[config.mk]
export PLATFORM = sky130hd
export DESIGN_NAME = cdpga_clk_ctrl
export DESIGN_NICKNAME = d
export VERILOG_FILES = /design/src/rtl/cdpga_clk_ctrl.sv
export SDC_FILE = /design/constraint.sdc
export NUM_CORES = 1
export LEC_CHECK = 0
export CORE_MARGIN = 1.5
export CORE_UTILIZATION = 25
export DETAILED_ROUTE_END_ITERATION = 12
export GPL_TIMING_DRIVEN = 0
export HOLD_SLACK_MARGIN = 0.15
export PLACE_DENSITY_LB_ADDON = 0.2
export RECOVER_POWER = 50
export SETUP_SLACK_MARGIN = 0.3
export SYNTH_ARGS = -nofsm -noshare
export SYNTH_HDL_FRONTEND = slang
export SYNTH_SLANG_ARGS = --single-unit
[constraint.sdc]
create_clock -name clk -period 4.1 [get_ports clk]
set_input_delay 0.82 -clock clk [delete_from_list [all_inputs] [get_ports clk]]
set_output_delay 0.82 -clock clk [all_outputs]
set_load 0.02 [all_outputs]
[src/rtl/cdpga_clk_ctrl.sv]
// cdpga_clk_ctrl
//   PLL lock supervisor, sequenced system-reset generator and fractional
//   clock-enable tick generator for the cdpga_bx fabric.
//
// Ports
//   clk        PLL global output clock (only clock)
//   reset_n    asynchronous active-low reset for every flop
//   pll_lock   PLL LOCK, asynchronous to clk
//   lock_clr   single-cycle pulse, clears lock_lost
//   ch_en      per-channel tick enable
//   ch_inc     per-channel phase increment, channel i at [i*ACC_W +: ACC_W]
//   sys_rst_n  system reset, active-low, released synchronously
//   ready      high while the block is running
//   lock_lost  sticky flag: lock dropped during HOLD or RUN
//   loss_cnt   saturating count of lock losses in HOLD/RUN
//   tick       one-cycle clock-enable pulses, one per channel
//
// State table
//   state     | meaning
//   ----------+-------------------------------------------------------
//   WAIT_LOCK | waiting for synchronised lock
//   STABLE    | qualifying lock for LOCK_CYC consecutive cycles
//   HOLD      | lock qualified, keeping sys_rst_n low
//   RUN       | clock trusted, system out of reset, ticks enabled
//
// sys_rst_n/ready are registered from state==RUN and so lag the state by
// one cycle. HOLD therefore lasts RST_HOLD-1 cycles so that sys_rst_n is
// low for exactly RST_HOLD cycles after qualification; with RST_HOLD=1
// HOLD is skipped.

module cdpga_clk_ctrl #(
  parameter int N_CH     = 2,
  parameter int ACC_W    = 24,
  parameter int LOCK_CYC = 1024,
  parameter int RST_HOLD = 16
) (
  input  logic                    clk,
  input  logic                    reset_n,
  input  logic                    pll_lock,
  input  logic                    lock_clr,
  input  logic [N_CH-1:0]         ch_en,
  input  logic [N_CH*ACC_W-1:0]   ch_inc,
  output logic                    sys_rst_n,
  output logic                    ready,
  output logic                    lock_lost,
  output logic [7:0]              loss_cnt,
  output logic [N_CH-1:0]         tick
);

  localparam int QW = $clog2(LOCK_CYC + 1);
  localparam int HW = $clog2(RST_HOLD + 1);
  localparam int CW = (QW > HW) ? QW : HW;

  localparam logic [CW-1:0] QUAL_LAST = CW'(LOCK_CYC - 1);
  localparam logic [CW-1:0] HOLD_LAST = CW'((RST_HOLD >= 2) ? (RST_HOLD - 2) : 0);

  typedef enum logic [1:0] {
    WAIT_LOCK = 2'd0,
    STABLE    = 2'd1,
    HOLD      = 2'd2,
    RUN       = 2'd3
  } state_t;

  state_t          state, state_nxt;
  logic [CW-1:0]   cnt, cnt_nxt;
  logic            loss_evt;
  logic            lock_meta, lock_s;
  logic            run_q;
  logic            acc_go;

  logic [ACC_W-1:0] acc     [N_CH];
  logic [ACC_W:0]   acc_sum [N_CH];

  // Lock synchroniser
  always_ff @(posedge clk or negedge reset_n) begin
    if (!reset_n) begin
      lock_meta <= 1'b0;
      lock_s    <= 1'b0;
    end else begin
      lock_meta <= pll_lock;
      lock_s    <= lock_meta;
    end
  end

  // State register
  always_ff @(posedge clk or negedge reset_n) begin
    if (!reset_n) begin
      state <= WAIT_LOCK;
      cnt   <= '0;
    end else begin
      state <= state_nxt;
      cnt   <= cnt_nxt;
    end
  end

  // Next state
  always_comb begin
    state_nxt = state;
    cnt_nxt   = cnt;
    loss_evt  = 1'b0;
    case (state)
      WAIT_LOCK: begin
        cnt_nxt = '0;
        if (lock_s) state_nxt = STABLE;
      end
      STABLE: begin
        // A drop here is chatter during qualification, not a loss event.
        if (!lock_s) begin
          state_nxt = WAIT_LOCK;
          cnt_nxt   = '0;
        end else if (cnt == QUAL_LAST) begin
          state_nxt = (RST_HOLD == 1) ? RUN : HOLD;
          cnt_nxt   = '0;
        end else begin
          cnt_nxt = cnt + 1'b1;
        end
      end
      HOLD: begin
        if (!lock_s) begin
          state_nxt = WAIT_LOCK;
          cnt_nxt   = '0;
          loss_evt  = 1'b1;
        end else if (cnt == HOLD_LAST) begin
          state_nxt = RUN;
          cnt_nxt   = '0;
        end else begin
          cnt_nxt = cnt + 1'b1;
        end
      end
      RUN: begin
        cnt_nxt = '0;
        if (!lock_s) begin
          state_nxt = WAIT_LOCK;
          loss_evt  = 1'b1;
        end
      end
      default: begin
        state_nxt = WAIT_LOCK;
        cnt_nxt   = '0;
      end
    endcase
  end

  // Registered RUN decode plus loss bookkeeping
  always_ff @(posedge clk or negedge reset_n) begin
    if (!reset_n) begin
      run_q     <= 1'b0;
      lock_lost <= 1'b0;
      loss_cnt  <= 8'd0;
    end else begin
      run_q <= (state == RUN);
      // Set wins over a simultaneous clear.
      if (loss_evt)      lock_lost <= 1'b1;
      else if (lock_clr) lock_lost <= 1'b0;
      if (loss_evt && (loss_cnt != 8'hFF)) loss_cnt <= loss_cnt + 8'd1;
    end
  end

  assign sys_rst_n = run_q;
  assign ready     = run_q;

  // Accumulate only once sys_rst_n is already high and the FSM is still
  // in RUN: the first accumulate lands on the edge after sys_rst_n rises,
  // and ticks stop on the edge after the FSM leaves RUN.
  assign acc_go = run_q && (state == RUN);

  always_comb begin
    for (int i = 0; i < N_CH; i++) begin
      acc_sum[i] = {1'b0, acc[i]} + {1'b0, ch_inc[i*ACC_W +: ACC_W]};
    end
  end

  always_ff @(posedge clk or negedge reset_n) begin
    if (!reset_n) begin
      for (int i = 0; i < N_CH; i++) acc[i] <= '0;
      tick <= '0;
    end else begin
      for (int i = 0; i < N_CH; i++) begin
        if (acc_go && ch_en[i]) begin
          acc[i]  <= acc_sum[i][ACC_W-1:0];
          tick[i] <= acc_sum[i][ACC_W];
        end else begin
          acc[i]  <= '0;
          tick[i] <= 1'b0;
        end
      end
    end
  end

endmodule
==> metrics.csv, run 1 <==
stage;metric;value;unit
cts;cts.sinks;75;
timing;final_hold_viol_count;0;
setup_path;cp-start-kind;primary input;
cts;postCtsHoldBufs;0;
cells_and_area;final_cells;898;
yosys;yosys-top-cells-count;nor2_1 (79), dfrtp_1 (75), ha_1 (51);
timing;relSlewSlack;-0.0870;
timing;tightest_slew;1.63;ns
global_routing;grt_pass1_vias;4090;
routing;dr_total_vias;4187;
cts;cts-resized-gates;0;
cts;clkLatencyLatePin;0.35;ns
yosys;yosysUniqueCellTypes;48;
global_routing;grt_max_degree;63;
timing;post-route-period-util;0.869;
setup_path;worstPathCellList;clkdlybuf4s50_1 > ha_1 > fa_1 > a211oi_1 > o211ai_1 > a31oi_1 > o21ai_0 > a311oi_1 > xor2_1 > nor2_1;
routing;firstDrtPassIters;4;
cells_and_area;multi_input_area;2990;sq um
routing;drt-total-wl;12100;microns
job;maxCapViolCount;1;
yosys;ys_seq_elements;75;
place;dp_hpwl;9240;microns
yosys;synth_area_per_cell;9.04;sq um
timing;setup_viol;0;
timing;holdWs;0.361;ns
cts;postCtsSetupRepairBufs;0;
yosys;ys_async_sr_fraction;1.00;
timing;fmax;281;MHz
yosys;yosysMostFrequentCell;nor2_1;
floorplan;die_h;144;microns
routing;vias_per_cell;4.66;
yosys;synth_edf_count;0;
cts;cts_tree;done;
yosys;synth-seq-area-share;0.377;
setup_path;cpPeakStageDelay;0.48;ns
timing;maxSlewViolCount;63;
cts;clockRootBuffer;clkbuf_16;
setup_path;path_buf_inv;1;
setup_path;worstSetupEndpointType;flip-flop;
yosys;synth.largest_area_cell;dfrtp_1;
floorplan;die_area;20700;sq um
yosys;synth_fp_nets;657;
cts;clk_pin_slew_worst_paths;0.06;ns
power_and_ir_drop;power;1790;uW
yosys;synth_top_area_frac;0.377;
yosys;synth_ff_type;dfrtp_1;
setup_path;crit_family;compound AO/OA/AOI/OAI gates;
yosys;synth_area;4970;sq um
floorplan;die-width;144;microns
power_and_ir_drop;p_leak;0.00282;uW
cells_and_area;final_core_util;0.323;
timing;fin_skew;0.00841;ns
cells_and_area;antennaDiodeCount;0;
setup_path;crit_fanout;3;
floorplan;fp.coreArea;19500;sq um
cts;cts_buffer_depth;2;
place;io_buffers;66;
routing;drc;0;
yosys;syn-instance-count;550;
cells_and_area;drive_above_1_share;0.0379;
cells_and_area;regArea;1880;sq um
cells_and_area;nFillCells;2060;
setup_path;required;4.32;ns
cts;cts_made_buffers;9;
yosys;yosys-top-cells-area;dfrtp_1 (38%), ha_1 (13%), nor2_1 (6.0%), a21oi_1 (4.8%), xor2_1 (4.8%);
global_routing;grt_antenna_before_repair;0;
routing;route.detailed.wl_per_inst;13.5;microns
cells_and_area;fin_nets;735;
yosys;synth_warnings;0;
setup_path;cp_slowest_cell;a311oi_1;
power_and_ir_drop;powerDensity;285;nW/um^2
setup_path;path_class;in -> reg;
timing;fin_crit;3.56;ns
timing;rsz0062_at_grt;no;
place;place_inst;882;
outcome;outcome;complete, but fails checks;
global_routing;grt.overflow.total;0;
global_routing;track_usage;0.124;
routing;drtIter0Drc;193;
outcome;violations;max-capacitance violations, max-slew violations;
cts;htreeDepth;3;
worst_hold_path;hold_class;reg -> reg;
routing;ant_nets;0;
floorplan;ioPinCount;67;
global_routing;grt_first_pass_wirelength;20000;microns
floorplan;rows;51;
power_and_ir_drop;irDropWorstVdd;189;uV
cells_and_area;syn2layout_area_growth;26.5;%
setup_path;worstPathArrival;3.78;ns
place;gp_congestion;0.841;
timing;tns;0;ns
floorplan;start_util;0.256;
-- final timing paths --
kind                           start  endpoint  slack (ns)  cells after the start
min in group asynchronous    reset_n   acc[12]        0.54                      1
max                        ch_inc[0]   acc[46]        0.54                     10
max reg2reg                  acc[24]   acc[46]        1.10                      9
min                        lock_meta    lock_s        0.36                      0
min reg2reg                lock_meta    lock_s        0.36                      0
max in group asynchronous    reset_n    cnt[6]        1.47                      2
-- flip-flops by register name, indices dropped and copies added (netlist names) --
name       count
ready          1
acc           48
state          2
lock_meta      1
loss_cnt       8
lock_lost      1
tick           2
cnt           11
lock_s         1
-- cells by family after synthesis --
group	after synthesis	share of synthesized area
and+or+nand+nor	189	0.173
buffers and inverters	27	0.0211
DFF	75	0.377
muxes	3	0.00629
AOI/OAI and AO/OA	154	0.200
adders and majority gates	53	0.136
xor gates and xnor gates	49	0.0863
-- stage by stage --
| step | setup slack (ns) | area, sq um |
|---|---|---|
| detailed placement | 0.214 | 5990 |
| finish | 0.538 | 6290 |
| floorplan | 1.19 | 4970 |
| global placement | -0.848 | 5970 |
| CTS | 0.558 | 6320 |
| global route | 0.359 | 6290 |
-- cell usage in the layout (no fill, tap or decap), drive strengths merged, types with 7 or more instances in the layout --
cell type,netlist,layout
nor2,79,79
dfrtp,75,75
clkdlybuf4s50,0,63
ha,51,51
a21oi,48,48
nand2,40,40
o21ai,34,34
xor2,27,27
xnor2,22,22
clkbuf,10,21
nand3,18,18
inv,16,18
a21o,16,16
a211oi,14,14
nor3,11,11
and3,9,9
a31oi,8,8
and2,7,7
-- worst reg2reg max path, stage by stage, from the launching register on --
cell and delay [ns]:
dfrtp_1 0.36, ha_1 0.21, fa_1 0.44, a211oi_1 0.32, o211ai_1 0.18, a31oi_1 0.34
o21ai_0 0.31, a311oi_1 0.48, xor2_1 0.18, nor2_1 0.05
-- final cells by class --
| cell class | instances | share of cell area |
|---|---|---|
| Buffer | 11 | 0.00716 |
| Clock buffer | 9 | 0.0358 |
| Clock inverter | 7 | 0.0159 |
| Inverter | 16 | 0.00955 |
| Multi-Input combinational cell | 448 | 0.476 |
| Sequential cell | 75 | 0.298 |
| Tap cell | 265 | 0.0527 |
| Timing Repair Buffer | 67 | 0.105 |
-- routing by layer --
metal  GRT usage  share of wire  vias to the layer above
li1            -              -                     2138
met1       0.162           0.48                     1965
met2       0.200           0.46                       75
met3      0.0358          0.048                        9
met4      0.0301         0.0089                        0
met5           0              0                        -
-- where the power goes --
part	switching (uW)	internal, uW	total (uW)
logic	84.4	78.7	163
registers	2.15	742	745
clock network	345	537	882
Power figures use the tool's default switching activity.
==> run 2: changes to the inputs <==
--- a/config.mk
+++ b/config.mk
@@ -5,7 +5,7 @@
 export SDC_FILE = /design/constraint.sdc
 export NUM_CORES = 1
 export LEC_CHECK = 0
-export CORE_MARGIN = 1.5
+export CORE_MARGIN = 5
 export CORE_UTILIZATION = 25
 export DETAILED_ROUTE_END_ITERATION = 12
 export GPL_TIMING_DRIVEN = 0
==> metrics.csv, run 2 (synthesis results as in run 1) <==
stage;metric;value;unit
outcome;outcome;complete, but fails checks;
outcome;violations;max-capacitance violations, max-slew violations;
timing;tightest_slew;2.03;ns
power_and_ir_drop;power;1690;uW
power_and_ir_drop;irDropWorstVdd;183;uV
routing;firstDrtPassIters;4;
global_routing;track_usage;0.114;
floorplan;start_util;0.255;
power_and_ir_drop;powerDensity;270;nW/um^2
floorplan;rows;51;
setup_path;crit_family;compound AO/OA/AOI/OAI gates;
timing;maxSlewViolCount;37;
cells_and_area;reg_top3;acc: 48 flops, cnt: 11 flops, loss_cnt: 8 flops;
timing;relSlewSlack;-0.352;
setup_path;cp_slowest_cell;a311oi_1;
setup_path;regToRegEndpoint;acc[46];
global_routing;grt_pass1_vias;4393;
floorplan;die_area;22800;sq um
setup_path;worst-r2r-setup-slack;1.20;ns
setup_path;rr_startpoint;acc[24];
setup_path;path_depth;10;
timing;post-route-period-util;0.852;
setup_path;path_buf_inv;1;
cells_and_area;syn2layout_area_growth;25.5;%
cells_and_area;drive_above_1_share;0.0316;
timing;holdWs;0.356;ns
place;io_buffers;66;
routing;vias_per_cell;4.66;
cells_and_area;antennaDiodeCount;0;
cts;cts_buffer_depth;2;
cells_and_area;final_core_util;0.320;
timing;setup_viol;0;
cells_and_area;top_register;acc;
timing;fin_crit;3.49;ns
power_and_ir_drop;p_leak;0.00281;uW
setup_path;path_class;in -> reg;
routing;dr_total_vias;4178;
routing;route.detailed.wl_per_inst;13.8;microns
place;place_inst;882;
timing;fin_skew;0.00579;ns
setup_path;worstSetupEndpointType;flip-flop;
floorplan;die_h;151;microns
routing;drt-total-wl;12300;microns
timing;final_hold_viol_count;0;
cells_and_area;largest_register_ffs;48;
timing;fmax;286;MHz
floorplan;ioPinCount;67;
cells_and_area;final_cells;897;
cts;htreeDepth;3;
setup_path;required;4.31;ns
routing;drtIter0Drc;167;
setup_path;worstPathCellList;clkdlybuf4s50_1 > ha_1 > fa_1 > a211oi_1 > o211ai_1 > a31oi_1 > o21ai_0 > a311oi_1 > xor2_1 > nor2_1;
cts;cts-resized-gates;0;
cells_and_area;final_cell_mix;nor2_1 (79), dfrtp_1 (75), clkdlybuf4s50_1 (62);
setup_path;cpPeakStageDelay;0.47;ns
setup_path;worstPathArrival;3.70;ns
cts;cts_tree;done;
floorplan;die-width;151;microns
cts;cts_made_buffers;9;
cts;postCtsSetupRepairBufs;0;
setup_path;endpoint;acc[46];
cts;clockRootBuffer;clkbuf_16;
cts;cts.sinks;75;
place;dp_hpwl;9500;microns
routing;drc;0;
cts;clkLatencyLatePin;0.34;ns
global_routing;grt_antenna_before_repair;0;
cts;clk_pin_slew_worst_paths;0.06;ns
setup_path;crit_fanout;3;
setup_path;cp-start-kind;primary input;
timing;tns;0;ns
global_routing;grt_first_pass_wirelength;20900;microns
cells_and_area;fin_nets;735;
place;gp_congestion;0.841;
global_routing;grt.overflow.total;0;
worst_hold_path;hold_depth;0;
global_routing;grt_max_degree;41;
cts;postCtsHoldBufs;0;
floorplan;fp.coreArea;19500;sq um
routing;ant_nets;0;
job;maxCapViolCount;1;
worst_hold_path;hold_class;reg -> reg;
timing;rsz0062_at_grt;no;
setup_path;setup.worst_path.start;ch_inc[0];
setup_path;reg2reg_depth;9;
cells_and_area;final_common_cell;nor2_1;
-- run 2: per-stage QoR --
step | cell area [sq um] | setup slack (ns)
after CTS | 6270 | 0.579
after global routing | 6240 | 0.327
after detailed placement | 5990 | 0.231
after global placement | 5970 | -0.850
after floorplan | 4970 | 1.19
final | 6240 | 0.607
-- run 2: layout make-up --
class | instances | area [sq um]
Buffer | 11 | 45.0
Clock buffer | 12 | 236
Clock inverter | 3 | 40.0
Fill cell | 2091 | 13300
Inverter | 16 | 60.1
Multi-Input combinational cell | 448 | 2990
Sequential cell | 75 | 1880
Tap cell | 265 | 332
Timing Repair Buffer | 67 | 659
-- run 2: where the power goes --
part	switching, uW	internal, uW
Combinational	85.7	78.7
Clock	310	467
Sequential	2.19	743
-- run 2: layer usage --
layer,part of all wire,global-route usage,routed length (microns)
met1,0.47,0.143,5790
met2,0.47,0.191,5860
met3,0.040,0.0278,494
met4,0.016,0.0381,203
met5,0,0,0
-- run 2: worst min path at each step --
stage	slack (ns)	end	start
detailed placement	0.35	lock_s	lock_meta
global route	0.38	lock_s	lock_meta
global placement	0.35	lock_s	lock_meta
finish	0.36	lock_s	lock_meta
CTS	0.36	lock_s	lock_meta
floorplan	0.33	lock_s	lock_meta
-- run 2: worst register-to-register path: stages (launching register included) --
cell      delay, ns
dfrtp_1        0.36
ha_1           0.21
fa_1           0.43
a211oi_1       0.29
o211ai_1       0.18
a31oi_1        0.31
o21ai_0        0.29
a311oi_1       0.47
xor2_1         0.19
nor2_1         0.05
==> run 3: changes to the inputs <==
--- a/config.mk
+++ b/config.mk
@@ -7,12 +7,14 @@
 export LEC_CHECK = 0
 export CORE_MARGIN = 5
 export CORE_UTILIZATION = 25
+export CTS_BUF_LIST = sky130_fd_sc_hd__clkbuf_8
 export DETAILED_ROUTE_END_ITERATION = 12
 export GPL_TIMING_DRIVEN = 0
 export HOLD_SLACK_MARGIN = 0.15
 export PLACE_DENSITY_LB_ADDON = 0.2
 export RECOVER_POWER = 50
 export SETUP_SLACK_MARGIN = 0.3
+export SKIP_LAST_GASP = 1
 export SYNTH_ARGS = -nofsm -noshare
 export SYNTH_HDL_FRONTEND = slang
 export SYNTH_SLANG_ARGS = --single-unit
==> metrics.csv, run 3 (synthesis results as in run 1) <==
stage;metric;value;unit
place;io_buffers;66;
power_and_ir_drop;clock_power_share;0.379;
timing;fin_crit;3.46;ns
timing;setup_viol;0;
power_and_ir_drop;p_int;1090;uW
cells_and_area;top_register;acc;
outcome;outcome;complete, but fails checks;
cells_and_area;final_core_util;0.314;
cells_and_area;final_common_cell;nor2_1;
cells_and_area;antennaDiodeCount;0;
cells_and_area;syn2layout_area_growth;23.4;%
cts;htreeDepth;3;
floorplan;die_h;151;microns
global_routing;track_usage;0.114;
floorplan;ioPinCount;67;
timing;relSlewSlack;-0.357;
setup_path;worstPathArrival;3.70;ns
setup_path;worstPathCellList;clkdlybuf4s50_1 > ha_1 > fa_1 > a211oi_1 > o211ai_1 > a31oi_1 > o21ai_0 > a311oi_1 > xor2_1 > nor2_1;
setup_path;crit_family;compound AO/OA/AOI/OAI gates;
power_and_ir_drop;p_leak;0.00277;uW
timing;fin_skew;0.00865;ns
power_and_ir_drop;powerDensity;238;nW/um^2
setup_path;cp_slowest_cell;a311oi_1;
cells_and_area;final_cells;897;
cts;clk_pin_slew_worst_paths;0.08;ns
cts;postCtsHoldBufs;0;
cells_and_area;reg_top3;acc: 48 flops, cnt: 11 flops, loss_cnt: 8 flops;
worst_hold_path;hold_class;reg -> reg;
cts;cts-resized-gates;0;
routing;dr_total_vias;4168;
routing;route.detailed.wl_per_inst;13.8;microns
timing;maxSlewViolCount;37;
setup_path;path_class;in -> reg;
setup_path;cpPeakStageDelay;0.47;ns
cts;cts_tree;done;
timing;tightest_slew;2.04;ns
cells_and_area;fin_nets;735;
timing;final_hold_viol_count;0;
cts;postCtsSetupRepairBufs;0;
global_routing;grt_max_degree;41;
global_routing;grt_pass1_vias;4392;
floorplan;rows;51;
setup_path;crit_fanout;3;
cells_and_area;final_cell_mix;nor2_1 (79), dfrtp_1 (75), clkdlybuf4s50_1 (62);
timing;setup_slack;0.637;ns
routing;drc;0;
routing;vias_per_cell;4.65;
setup_path;cp-start-kind;primary input;
timing;fmax;289;MHz
routing;firstDrtPassIters;4;
floorplan;die_area;22800;sq um
routing;drt-total-wl;12400;microns
cts;cts.sinks;75;
timing;post-route-period-util;0.845;
power_and_ir_drop;seq_power_share;0.508;
global_routing;grt.overflow.total;0;
routing;ant_nets;0;
power_and_ir_drop;power_switching;373;uW
cells_and_area;drive_above_1_share;0.0316;
floorplan;fp.coreArea;19500;sq um
cts;clkLatencyLatePin;0.36;ns
cts;clockRootBuffer;clkbuf_8;
setup_path;required;4.33;ns
place;pre_cts_ws;0.231;ns
place;place_inst;882;
floorplan;die-width;151;microns
cells_and_area;largest_register_ffs;48;
setup_path;worstSetupEndpointType;flip-flop;
power_and_ir_drop;p_comb_frac;0.112;
timing;tns;0;ns
place;gp_congestion;0.841;
routing;drtIter0Drc;164;
place;dp_hpwl;9500;microns
timing;rsz0062_at_grt;no;
global_routing;grt_antenna_before_repair;0;
cts;cts_made_buffers;9;
cts;cts_buffer_depth;2;
outcome;violations;max-capacitance violations, max-slew violations;
power_and_ir_drop;irDropWorstVdd;154;uV
power_and_ir_drop;p_sw_frac;0.255;
floorplan;start_util;0.255;
job;maxCapViolCount;1;
setup_path;path_buf_inv;1;
global_routing;grt_first_pass_wirelength;20900;microns
[run 3: cell count changes in the layout (fill, tap and decap cells not counted)]
cell       before  now
clkbuf_1       14   11
clkbuf_16       9    0
clkbuf_8        0    9
inv_1          16   19
[run 3: routing by layer]
layer,routed length (microns),track usage,vias up
met5,0,0,-
met4,213,0.0394,0
met3,518,0.0278,17
met2,5860,0.192,76
met1,5770,0.143,1942
li1,-,-,2133
[run 3: final cells by class]
class	count	area (sq um)
fillers	2104	13400
multi-input cells	448	2990
flip-flops and latches	75	1880
repair buffers	67	659
well taps	265	332
clock buffers	9	124
inverters	16	60.1
clock inverters	6	51.3
plain buffers	11	45.0
[run 3: power by group through the flow]
stage | clock, uW | sequential (uW) | combinational [uW]
4_1_cts | 595 | 744 | 171
3_5_place_dp | 0 | 758 | 170
6_report | 555 | 744 | 164
2_1_floorplan | 0 | 758 | 76.6
3_3_place_gp | 0 | 759 | 165
5_1_grt | 610 | 744 | 186
[run 3: worst paths after layout]
check / end / cells past startpoint / slack [ns] / startpoint
setup reg to reg: acc[46] / 9 / 1.20 / acc[24]
hold / removal: lock_s / 0 / 0.36 / lock_meta
setup / recovery: acc[46] / 10 / 0.64 / ch_inc[0]
min in group asynchronous: acc[6] / 1 / 1.03 / reset_n
max in group asynchronous: cnt[0] / 2 / 1.10 / reset_n
hold reg to reg: lock_s / 0 / 0.36 / lock_meta
[run 3: stage by stage]
stage | power, uW | hold slack (ns) | cell area [sq um]
after floorplan | 835 | 0.331 | 4970
after global placement | 923 | 0.347 | 5970
after detailed placement | 928 | 0.348 | 5990
after CTS | 1510 | 0.367 | 6170
after global routing | 1540 | 0.385 | 6140
final | 1460 | 0.360 | 6140
